**config.mk**
```make
export PLATFORM = sky130hd
export DESIGN_NAME = uart_tx_scheduler
export DESIGN_NICKNAME = d
export VERILOG_FILES = /design/src/rtl/uart_tx_scheduler.sv
export SDC_FILE = /design/constraint.sdc
export NUM_CORES = 1
export LEC_CHECK = 0
export CORE_MARGIN = 2
export CORE_UTILIZATION = 48
export DETAILED_ROUTE_END_ITERATION = 8
export GPL_TIMING_DRIVEN = 0
export PLACE_DENSITY = 0.74
export SYNTH_ARGS = -nofsm -noshare
export SYNTH_HDL_FRONTEND = slang
export SYNTH_SLANG_ARGS = --single-unit
```
**constraint.sdc**
```tcl
create_clock -name clk_i -period 2.8 [get_ports clk_i]
set_input_delay 0.28 -clock clk_i [delete_from_list [all_inputs] [get_ports clk_i]]
set_output_delay 0.28 -clock clk_i [all_outputs]
set_load 0.02 [all_outputs]
```
**src/rtl/uart_tx_scheduler.sv**
```systemverilog
// rtl/uart_tx_scheduler.sv - round-robin scheduler sharing one UART transmitter between byte sources
module uart_tx_scheduler #(
    parameter int N_REQ       = 3,
    parameter int DATA_W      = 8,
    parameter int TIMEOUT_CYC = 100000
) (
    input  logic                      clk_i,
    input  logic                      rst_ni,
    input  logic [N_REQ-1:0]          req_i,
    input  logic [N_REQ*DATA_W-1:0]   data_i,
    input  logic [N_REQ-1:0]          lock_i,
    output logic [N_REQ-1:0]          ack_o,
    output logic [N_REQ-1:0]          grant_o,
    output logic [DATA_W-1:0]         uart_tx_data_o,
    output logic                      uart_tx_start_o,
    input  logic                      uart_tx_done_i,
    output logic                      busy_o,
    output logic                      timeout_o
);

    localparam int IW = (N_REQ > 1) ? $clog2(N_REQ) : 1;
    localparam int TW = (TIMEOUT_CYC > 0) ? $clog2(TIMEOUT_CYC + 1) : 1;
    localparam bit WDOG_EN = (TIMEOUT_CYC > 0);
    // Abort is taken in the WAIT_DONE cycle whose increment brings the timer to TIMEOUT_CYC.
    localparam logic [TW-1:0] TIMER_LAST = (TIMEOUT_CYC > 0) ? TW'(TIMEOUT_CYC - 1) : '0;

    localparam logic [2:0] S_IDLE    = 3'd0;
    localparam logic [2:0] S_START   = 3'd1;
    localparam logic [2:0] S_WAIT    = 3'd2;
    localparam logic [2:0] S_RELEASE = 3'd3;
    localparam logic [2:0] S_HOLD    = 3'd4;

    logic [2:0]        state;
    logic [IW-1:0]     ptr;
    logic [IW-1:0]     owner;
    logic [N_REQ-1:0]  grant_q;
    logic [DATA_W-1:0] data_q;
    logic [TW-1:0]     timer;

    logic              win_valid;
    logic [IW-1:0]     win_idx;
    logic [N_REQ-1:0]  win_onehot;
    logic [IW-1:0]     owner_next;
    logic [DATA_W-1:0] win_data;
    logic [DATA_W-1:0] owner_data;
    logic              wd_hit;

    // Round-robin pick: first requesting index scanning upward from the pointer, wrapping.
    always_comb begin
        int k;
        win_valid = 1'b0;
        win_idx   = '0;
        k         = 0;
        for (int i = 0; i < N_REQ; i++) begin
            k = int'(ptr) + i;
            if (k >= N_REQ) begin
                k = k - N_REQ;
            end
            if (!win_valid && req_i[k]) begin
                win_valid = 1'b1;
                win_idx   = IW'(k);
            end
        end
    end

    // One-hot form of the winner, used to load the grant register.
    always_comb begin
        win_onehot = '0;
        for (int i = 0; i < N_REQ; i++) begin
            win_onehot[i] = win_valid && (win_idx == IW'(i));
        end
    end

    assign owner_next = (owner == IW'(N_REQ - 1)) ? '0 : owner + IW'(1);
    assign win_data   = data_i[win_idx*DATA_W +: DATA_W];
    assign owner_data = data_i[owner*DATA_W +: DATA_W];
    assign wd_hit     = WDOG_EN && (timer == TIMER_LAST);

    // Transfer FSM: arbitrate, strobe start, wait for done or watchdog, then release or hold for a burst.
    always_ff @(posedge clk_i or negedge rst_ni) begin
        if (!rst_ni) begin
            state   <= S_IDLE;
            ptr     <= '0;
            owner   <= '0;
            grant_q <= '0;
            data_q  <= '0;
            timer   <= '0;
        end else begin
            case (state)
                S_IDLE: begin
                    if (win_valid) begin
                        owner   <= win_idx;
                        grant_q <= win_onehot;
                        data_q  <= win_data;
                        state   <= S_START;
                    end
                end
                S_START: begin
                    timer <= '0;
                    state <= S_WAIT;
                end
                S_WAIT: begin
                    if (timer != {TW{1'b1}}) begin
                        timer <= timer + TW'(1);
                    end
                    if (wd_hit) begin
                        grant_q <= '0;
                        ptr     <= owner_next;
                        state   <= S_IDLE;
                    end else if (uart_tx_done_i) begin
                        state <= S_RELEASE;
                    end
                end
                S_RELEASE: begin
                    if (lock_i[owner]) begin
                        state <= S_HOLD;
                    end else begin
                        grant_q <= '0;
                        ptr     <= owner_next;
                        state   <= S_IDLE;
                    end
                end
                S_HOLD: begin
                    if (!lock_i[owner]) begin
                        grant_q <= '0;
                        ptr     <= owner_next;
                        state   <= S_IDLE;
                    end else if (req_i[owner]) begin
                        data_q <= owner_data;
                        state  <= S_START;
                    end
                end
                default: begin
                    grant_q <= '0;
                    state   <= S_IDLE;
                end
            endcase
        end
    end

    assign grant_o         = grant_q;
    assign ack_o           = (state == S_RELEASE) ? grant_q : '0;
    assign uart_tx_data_o  = data_q;
    assign uart_tx_start_o = (state == S_START);
    assign busy_o          = (state != S_IDLE);
    assign timeout_o       = (state == S_WAIT) && wd_hit;

endmodule

```
# ---- After elaboration in Yosys (flattened, before gate mapping)
# Index checks and enable logic that the tools add are counted.
dict set report word_totals {
  register_bits 35
  latch_bits 0
  ram_bits 0
  mem_bits_ro 0
  in_bits 33
  output_inout_bits 17
  word_cells 105
  n_memories 0
}
dict set report classes {
  n_addsub 7
  mul 0
  div_mod_pow 0
  n_lt_le_gt_ge 7
  eq_ne 17
  n_shift 2
  n_mux 44
  n_bitwise 1
  reduce_logical 21
}
# operator n
set op_table {}
lappend op_table {{$lt 32x4->1 const B} 3}
lappend op_table {{$mux 32} 3}
lappend op_table {{$shiftx 24x6->8} 2}
lappend op_table {{$pmux 17 s2} 1}
lappend op_table {{$mux 3} 10}
lappend op_table {{$mux 8} 3}
lappend op_table {{$add 17x1->17 const B} 1}
lappend op_table {{$eq 17x17->1 const B} 1}
lappend op_table {{$mux 17} 1}
lappend op_table {{$ne 17x17->1 const B} 1}
lappend op_table {{$pmux 8 s2} 1}
lappend op_table {{$pmux 3 s5} 1}
lappend op_table {{$mux 2} 6}
lappend op_table {{$ne 2x2->1 const B} 6}
lappend op_table {{$pmux 3 s4} 1}
lappend op_table {{$mux 1} 11}
lappend op_table {{$bmux 1 s2} 5}
lappend op_table {{$reduce_and 4->1} 2}
lappend op_table {{$sub 3x2->4 const B} 2}
lappend op_table {{$eq 3x2->1 const B} 2}
lappend op_table {{$ge 3x2->1 const B} 2}
lappend op_table {{$logic_and 1x1->1} 6}
lappend op_table {{$ne 3x3->1 const B} 2}
lappend op_table {{$reduce_and 3->1} 2}
lappend op_table {{19 further kinds} 24}

# ---- Longest topological paths before layout
# Gate-level depths: netlist of run 1.
dict set report logic_depth {
  word_depth 16
  ltp_mapped 12
  mapped_depth_nobuf 11
}

# ---- Worst setup path after synthesis of run 1
# No wires, ideal clock.
dict set report synth_path {
  kind {reg-to-reg}
  from {register timer[6]}
  to {register timer[8]}
  setup_ps 142
  arrival_ps 2238
  path_slack_ps 420
  stages_incl_launch_ff 13
  path_cell_list {dfrtp_1 > and3_1 > nand4_1 > or2_2 > nor2_1 > ha_1 > nor3b_1 > o21bai_1 > clkbuf_1 > nor2_1 > nand3_1 > xor2_1 > nor2_1}
}
dict set report synth_via {
  elab_chain_len 3
  elab_cells_between_ends 6
  cone_classes {add/sub: 1; eq/ne: 2; mux: 2; reduce/logical: 1}
}
# item line_no
set synth_lines {}
lappend synth_lines {{from (decl)} 38} ;# logic [TW-1:0] timer;
lappend synth_lines {{from (signal assigned)} 104} ;# timer <= timer + TW'(1);
lappend synth_lines {{$add 17x1->17 or $ne 17x17->1 (tied branches)} {104, 103}}
lappend synth_lines {{$mux 17 or $ne 2x2->1 (tied branches)} -}
lappend synth_lines {{$pmux 17 s2 or $reduce_and 2->1 (tied branches)} -}
# Several ways; a longest one is shown, not always the timed one. The select of a mux whose other input is x is not followed.
# A chain may end at the register's enable or synchronous reset.

# ---- Worst setup path after layout of run 1
dict set report layout_path {
  from {register timer[6]}
  to {register timer[10]}
}
# Same word-level chain as after synthesis.

==> results of run 1 <==
[cell families after synthesis]
family,share of synthesized area [%]
AOI/OAI and AO/OA,13.15
xor gates and xnor gates,5.203
adders and majority gates,3.430
buffers and inverters,2.801
DFF,40.02
muxes,8.462
and+or+nand+nor,26.93
[area by class of cell]
| cell class | count | area (sq um) | share of cell area, % |
|---|---|---|---|
| Multi-Input combinational cell | 189 | 1266 | 44.00 |
| Sequential cell | 35 | 875.8 | 30.43 |
| Timing Repair Buffer | 52 | 508.0 | 17.65 |
| Clock buffer | 6 | 82.58 | 2.870 |
| Tap cell | 52 | 65.06 | 2.261 |
| Buffer | 7 | 48.80 | 1.696 |
| Clock inverter | 2 | 16.27 | 0.5652 |
| Inverter | 4 | 15.01 | 0.5217 |
[critical path, delay by kind of cell, from the launching register on]
kind / cells / cell delay [ns]
flops: 1 / 0.43
simple gates: 8 / 1.21
buf+inv: 1 / 0.25
compound gates: 1 / 0.21
xor+xnor: 1 / 0.15
fa+ha+maj: 1 / 0.19
[state kept, by name, summed over array words and instances, names as in the netlist]
| register | flops |
|---|---|
| uart_tx_data_o | 8 |
| state | 3 |
| ptr | 2 |
| timer | 17 |
| grant_o | 3 |
| owner | 2 |
[power groups by stage]
stage	clock, uW	combinational [uW]	sequential [uW]
2_1_floorplan	0	985	801
3_3_place_gp	0	1480	748
3_5_place_dp	0	1490	751
4_1_cts	409	1510	747
5_1_grt	427	1700	769
6_report	396	1540	748
[metal layers]
metal	vias up	global-route usage, %
met5	-	0
met4	0	9.224
met3	6	4.782
met2	51	32.41
met1	919	27.95
li1	962	-
[cell usage in the layout (no fill, tap or decap), types with 3 or more instances in the layout]
cell / netlist / layout
a21oi_1: 4 / 4
and2_1: 4 / 4
and3_1: 5 / 5
buf_4: 1 / 4
clkbuf_8: 0 / 6
clkdlybuf4s50_1: 0 / 48
dfrtp_1: 35 / 35
ha_1: 6 / 6
inv_1: 4 / 4
mux2i_1: 14 / 14
nand2_1: 38 / 38
nand2b_1: 5 / 5
nand3_1: 4 / 4
nand3b_1: 4 / 4
nand4_1: 6 / 6
nand4b_1: 3 / 3
nor2_1: 27 / 27
nor2b_1: 4 / 4
nor3b_1: 4 / 3
o21ai_0: 6 / 6
o221ai_1: 8 / 8
xnor2_1: 4 / 4
xor2_1: 9 / 9
[through the flow]
| stage | total power [uW] | hold WS [ns] | instance area [sq um] |
|---|---|---|---|
| after floorplan | 1786 | -0.01559 | 2188 |
| after global placement | 2224 | 0.4708 | 2744 |
| final | 2681 | 0.05433 | 2878 |
| after global routing | 2892 | 0.1240 | 2878 |
| after detailed placement | 2245 | 0.4110 | 2739 |
| after CTS | 2666 | 0.08573 | 2850 |
[repair_timing]
| item | 4_1_cts | 5_1_grt |
|---|---|---|
| setup buffers | 0 | 3 |
| setup endpoints to repair | 1 | 8 |
| pin swaps | 0 | 0 |
| gates resized for setup | 3 | 3 |
[synthesized netlist by cell type (3+ instances only)]
| library cell | instances |
|---|---|
| nor3b_1 | 4 |
| mux2i_1 | 14 |
| nand4b_1 | 3 |
| xnor2_1 | 4 |
| and2_1 | 4 |
| and3_1 | 5 |
| xor2_1 | 9 |
| nand3_1 | 4 |
| nand3b_1 | 4 |
| nand2b_1 | 5 |
| dfrtp_1 | 35 |
| nand4_1 | 6 |
| o21ai_0 | 6 |
| nor2b_1 | 4 |
| nor2_1 | 27 |
| o221ai_1 | 8 |
| nand2_1 | 38 |
| ha_1 | 6 |
| clkbuf_1 | 3 |
| inv_1 | 4 |
| a21oi_1 | 4 |
[worst paths after layout]
kind / endpoint / from / slack [ns] / cells after the start
worst max-delay path: timer[10] / timer[6] / 0.24 / 12
worst min-delay path: timer[14] / rst_ni / 0.05 / 1
worst max register to register: timer[10] / timer[6] / 0.24 / 12
worst min register to register: uart_tx_data_o[0] / uart_tx_data_o[0] / 0.49 / 2
max in group asynchronous: owner[1] / rst_ni / 2.25 / 1
min in group clk_i: uart_tx_data_o[0] / uart_tx_data_o[0] / 0.49 / 2
==> summary.txt, run 1 <==
Worst setup path
  • CP Data Required Time: 2.98 ns
  • CP Cell Sequence: and3_1, nand4_1, or2_2, nor2_1, ha_1, nor3b_1, o21bai_2, clkbuf_2, nor2_1, nand3_1, xor2_1, nor2_1
  • Crit end category: register
  • Top cell by count, worst path: nor2_1
  • Worst Path Arrival: 2.73 ns
  • CP Max Fanout: 10
  • Setup CP Type: reg -> reg
  • Type of origin of the critical path: register
  • CP max stage cell: dfrtp_1
  • CP max stage delay: 0.43 ns

Route
  • Initial DRT Pass Iterations: 4
  • Routed length on met3: 255 um
  • Avg WL per Cell: 14.20 um
  • Post-route antenna net violation count: 0
  • DRC Markers: 0
  • Top layer in use: met4
  • DRT iter0 DRCs: 108
  • DR vias: 1,938
  • Vias per cell: 5.585
  • Met2 wire length: 2.323 mm
  • Post-Route M1 WL: 2.278 mm
  • Total wire length: 4.929 mm

Floorplanning
  • Core Box Area: 4384 sq um
  • Initial Util: 49.91%
  • Io pins: 50
  • Die width: 71.52 um
  • Die height: 71.52 um
  • Rows: 24
  • Die area: 5115 sq um

Place
  • Placement Setup Slack: -0.02537 ns
  • Dpl cells: 336
  • DPL Wire Length: 3.684 mm
  • Final RePlAce weighted congestion: 0.8939
  • # port buffers: 49

Timing
  • Setup Viol. Count Final: 0
  • Setup tns final: 0 ns
  • Period Utilization, post-route: 91.26%
  • Worst slew pin tran: 0.7688 ns
  • Setup WS post-layout: 0.2447 ns
  • Rel. slew slack: 48.75%
  • Layout Skew: 0.007792 ns
  • RSZ-0062 raised after global routing: no
  • Final hold viol count: 0
  • Crit path time final: 2.555 ns
  • Max Clk Rate: 0.3913 GHz
  • Slew Viols, Final: 0

Final layout
  • Fillcell total: 369
  • Nets: 333
  • Final Util: 65.64%
  • ANT cells: 0
  • Layout cells sized above 1: 10.85%
  • Layout overhead on the synthesized area: 31.50%
  • Post-Layout Cell Count: 347

Synth
  • Synth top area cells: dfrtp_1 (40%), nand2_1 (6.5%), mux2i_1 (6.4%)
  • Post-Syn Instances: 235
  • Top-area cell type share of the netlist area: 40.02%
  • Syn_nets: 274
  • Number of synthesized flops with an enable pin: 0
  • Yosys warnings: 0
  • Top_reg_cell synth: dfrtp_1
  • Yosys cell types: 51
  • Async set-reset flop share out of synthesis: 100.0%
  • Seq/Total Area, Yosys: 40.02%
  • Yosys top cell by area: dfrtp_1
  • Yosys reg bits: 35
  • Syn avg cell area: 9.312 sq um
  • Mapped cell area: 2188 sq um

Pwr
  • Switching share of power: 42.57%
  • Power Dens Cells: 931.8 nW/um^2
  • P_int: 1540 uW
  • Logic pwr share: 57.3%
  • Max VDD drop: 0.0004751 V
  • Leakage: 0.001225 uW
  • Switch Pwr: 1141 uW
  • Reg power frac: 27.9%
  • Clock power frac: 14.8%

Run
  • Maxcap violations: 0

GRT
  • Pin count of the biggest net entering global routing: 36
  • First-pass GRT wire length: 8.293 mm
  • Initial antenna violation count: 0
  • Vias in the first global route: 1,763
  • GRT Util Overall: 20.86%
  • Overflow after GRT: 0

Clock tree
  • CTS buffer count: 5
  • CTS max path bufs: 2
  • Latest clock arrival within the worst-skew pair: 0.29 ns
  • CTS Sinks: 35
  • CTS tree: done
  • Reg clk slew, reported paths: 0.08 ns
  • H-tree level count: 2
  • Hold_buf cts: 0
  • Clk root buf: clkbuf_8

Outcome
  • Outcome: completed

Hold path
  • Hold crit path type: in -> async
No activity file was read; power rests on OpenSTA's default activity.
==> inputs of run 2 (changes only) <==
--- a/config.mk
+++ b/config.mk
@@ -5,11 +5,13 @@
 export SDC_FILE = /design/constraint.sdc
 export NUM_CORES = 1
 export LEC_CHECK = 0
+export CELL_PAD_IN_SITES_DETAIL_PLACEMENT = 1
+export CELL_PAD_IN_SITES_GLOBAL_PLACEMENT = 2
 export CORE_MARGIN = 2
-export CORE_UTILIZATION = 48
+export CORE_UTILIZATION = 30
 export DETAILED_ROUTE_END_ITERATION = 8
 export GPL_TIMING_DRIVEN = 0
-export PLACE_DENSITY = 0.74
+export PLACE_DENSITY = 0.79
 export SYNTH_ARGS = -nofsm -noshare
 export SYNTH_HDL_FRONTEND = slang
 export SYNTH_SLANG_ARGS = --single-unit
==> run 2 against run 1 <==
Against the previous run:
- critical path depth did not move
- register-to-register slack worse by 0.02 ns
- utilization down 25 points
- global-route usage decreased by 5.8 points
- via count fell by 0.10%
- sequential power about the same
- largest cell class unchanged
- hold slack gained 0.029 ns
- first-iteration DRC count fell by 67%
- die area grew 56%
- clock power fell by 9.1%
- largest power group unchanged
==> summary.txt, run 2 (synthesized netlist as in run 1, its figures left out) <==
Outcome
  • Outcome: completed

Route
  • Total wire length: 5.692 mm (+15%)
  • Routed length on met3: 196 um (-23%)
  • Avg WL per Cell: 14.56 um (+2.5%)
  • Met2 wire length: 2.662 mm (+15%)
  • Top layer in use: met4
  • DRC Markers: 0 (unchanged)
  • DRT iter0 DRCs: 36 (-67%)
  • Post-Route M1 WL: 2.785 mm (+22%)
  • Vias per cell: 4.951 (-11%)
  • Post-route antenna net violation count: 0 (unchanged)
  • DR vias: 1,936 (-0.10%)
  • Initial DRT Pass Iterations: 4 (unchanged)

Place
  • Dpl cells: 383 (+14%)
  • Final RePlAce weighted congestion: 0.7902 (-12%)
  • DPL Wire Length: 4.276 mm (+16%)
  • Placed Area: 2798 sq um (+2.1%)
  • # port buffers: 49 (unchanged)
  • Placement Setup Slack: -0.1290 ns (-0.1037 ns)

Timing
  • Period Utilization, post-route: 92.03% (+0.77 points)
  • Worst slew pin tran: 0.8161 ns (+0.04731 ns)
  • Max Clk Rate: 0.3881 GHz (-0.84%)
  • Setup WS post-layout: 0.2231 ns (-0.02156 ns)
  • Layout Skew: 0.009199 ns (+0.001407 ns)
  • Final hold viol count: 0 (unchanged)
  • Slew Viols, Final: 0 (unchanged)
  • Crit path time final: 2.577 ns (+0.02156 ns)
  • Rel. slew slack: 45.59% (-3.2 points)
  • Setup Viol. Count Final: 0 (unchanged)

Worst setup path
  • Type of origin of the critical path: register
  • CP Data Required Time: 2.97 ns (about the same)
  • Setup CP Type: reg -> reg
  • Crit end category: register
  • Worst Path Arrival: 2.74 ns (about the same)
  • CP Max Fanout: 10 (unchanged)

Pwr
  • Max VDD drop: 0.0003020 V (-36%)
  • Power Dens Cells: 920.8 nW/um^2 (-1.2%)
  • Power Total: 2674 uW (-0.28%)
  • Leakage: 0.001204 uW (-1.7%)

Clock tree
  • Post-CTS sizing: 4 (+1)
  • Post-CTS setup buffers: 0 (unchanged)
  • Hold_buf cts: 0 (unchanged)
  • CTS tree: done
  • Latest clock arrival within the worst-skew pair: 0.29 ns (about the same)
  • H-tree level count: 2 (unchanged)
  • CTS Sinks: 35 (unchanged)
  • CTS buffer count: 5 (unchanged)
  • CTS max path bufs: 2 (unchanged)
  • Clk root buf: clkbuf_8
  • Reg clk slew, reported paths: 0.08 ns (about the same)

GRT
  • First-pass GRT wire length: 9.287 mm (+12%)
  • Overflow after GRT: 0 (unchanged)
  • Initial antenna violation count: 0 (unchanged)
  • Pin count of the biggest net entering global routing: 36 (unchanged)
  • GRT Util Overall: 15.04% (-5.8 points)
  • Vias in the first global route: 1,922 (+9.0%)

Floorplanning
  • Die width: 89.41 um (+25%)
  • Die area: 7993 sq um (+56%)
  • Rows: 31 (+29%)
  • Io pins: 50 (unchanged)
  • Die height: 89.41 um (+25%)
  • Core Box Area: 7176 sq um (+64%)
  • Initial Util: 30.50% (-19 points)

Run
  • Maxcap violations: 0 (unchanged)

Final layout
  • Post-Layout Cell Count: 391 (+13%)
  • Layout overhead on the synthesized area: 32.70%
  • Design area: 2904 sq um (+0.91%)
  • Commonest non-fill, non-tap cell in the layout: clkdlybuf4s50_1
  • Commonest non-fill, non-tap cells in the layout: clkdlybuf4s50_1 (48), nand2_1 (38), dfrtp_1 (34), nor2_1 (27), mux2i_1 (14)
  • ANT cells: 0 (unchanged)
  • Layout cells sized above 1: 10.27% (-0.57 points)
  • Largest register FFs: 17 (unchanged)
  • Nets: 330 (-0.90%)
  • Largest Register: timer

Hold path
  • Hold crit path type: in -> async
run 2: cell count changes in the layout (fill, tap and decap cells not counted), sizes merged:
cell,delta
buf,-3
clkbuf,+1
clkinvlp,-1
run 2: path summary, 6_finish.rpt:
| path | slack (ns) | depth (start not counted) | endpoint | from |
|---|---|---|---|---|
| max | 0.22 | 12 | timer[8] | timer[6] |
| max in group asynchronous | 2.15 | 1 | timer[6] | rst_ni |
| max reg2reg | 0.22 | 12 | timer[8] | timer[6] |
| min reg2reg | 0.49 | 2 | uart_tx_data_o[3] | uart_tx_data_o[3] |
| min in group clk_i | 0.49 | 2 | uart_tx_data_o[3] | uart_tx_data_o[3] |
| min | 0.08 | 1 | grant_o[2] | rst_ni |
run 2: power breakdown:
group	internal [uW]	total, uW	switching, uW
clock	175	360	185
combinational	688	1560	875
sequential	636	751	115
run 2: layer usage:
layer | global-route usage [%] | vias up
li1 | - | 958
met1 | 19.79 | 942
met2 | 24.78 | 31
met3 | 3.509 | 5
met4 | 4.071 | 0
met5 | 0 | -
run 2: cell type report:
type | instances | area [sq um]
plain buffers | 7 | 52.55
clock buffers | 7 | 76.32
clock inverters | 1 | 5.005
fillers | 819 | 4272
inverters | 4 | 15.01
multi-input cells | 189 | 1269
flip-flops and latches | 35 | 877.1
well taps | 99 | 123.9
repair buffers | 49 | 485.5
run 2: metrics by stage:
| stage | utilization [%] | hold slack, ns | setup TNS, ns |
|---|---|---|---|
| final | 40.47 | 0.08359 | 0 |
| after global routing | 40.47 | 0.1454 | -0.000009548 |
| after CTS | 40.31 | 0.1090 | 0 |
| after detailed placement | 38.99 | 0.4246 | -0.4339 |
| after global placement | 39.06 | 0.4700 | -0.3296 |
| after floorplan | - | -0.01559 | 0 |
run 2: worst max-delay path, cell delays in order (launching register included):
cell	delay, ns
dfrtp_2	0.41
and3_1	0.23
nand4_1	0.16
or2_2	0.35
nor2_1	0.13
ha_1	0.22
nor3b_1	0.08
o21bai_2	0.24
clkbuf_4	0.25
nor2_1	0.10
nand3_1	0.10
xor2_1	0.15
nor2_1	0.05
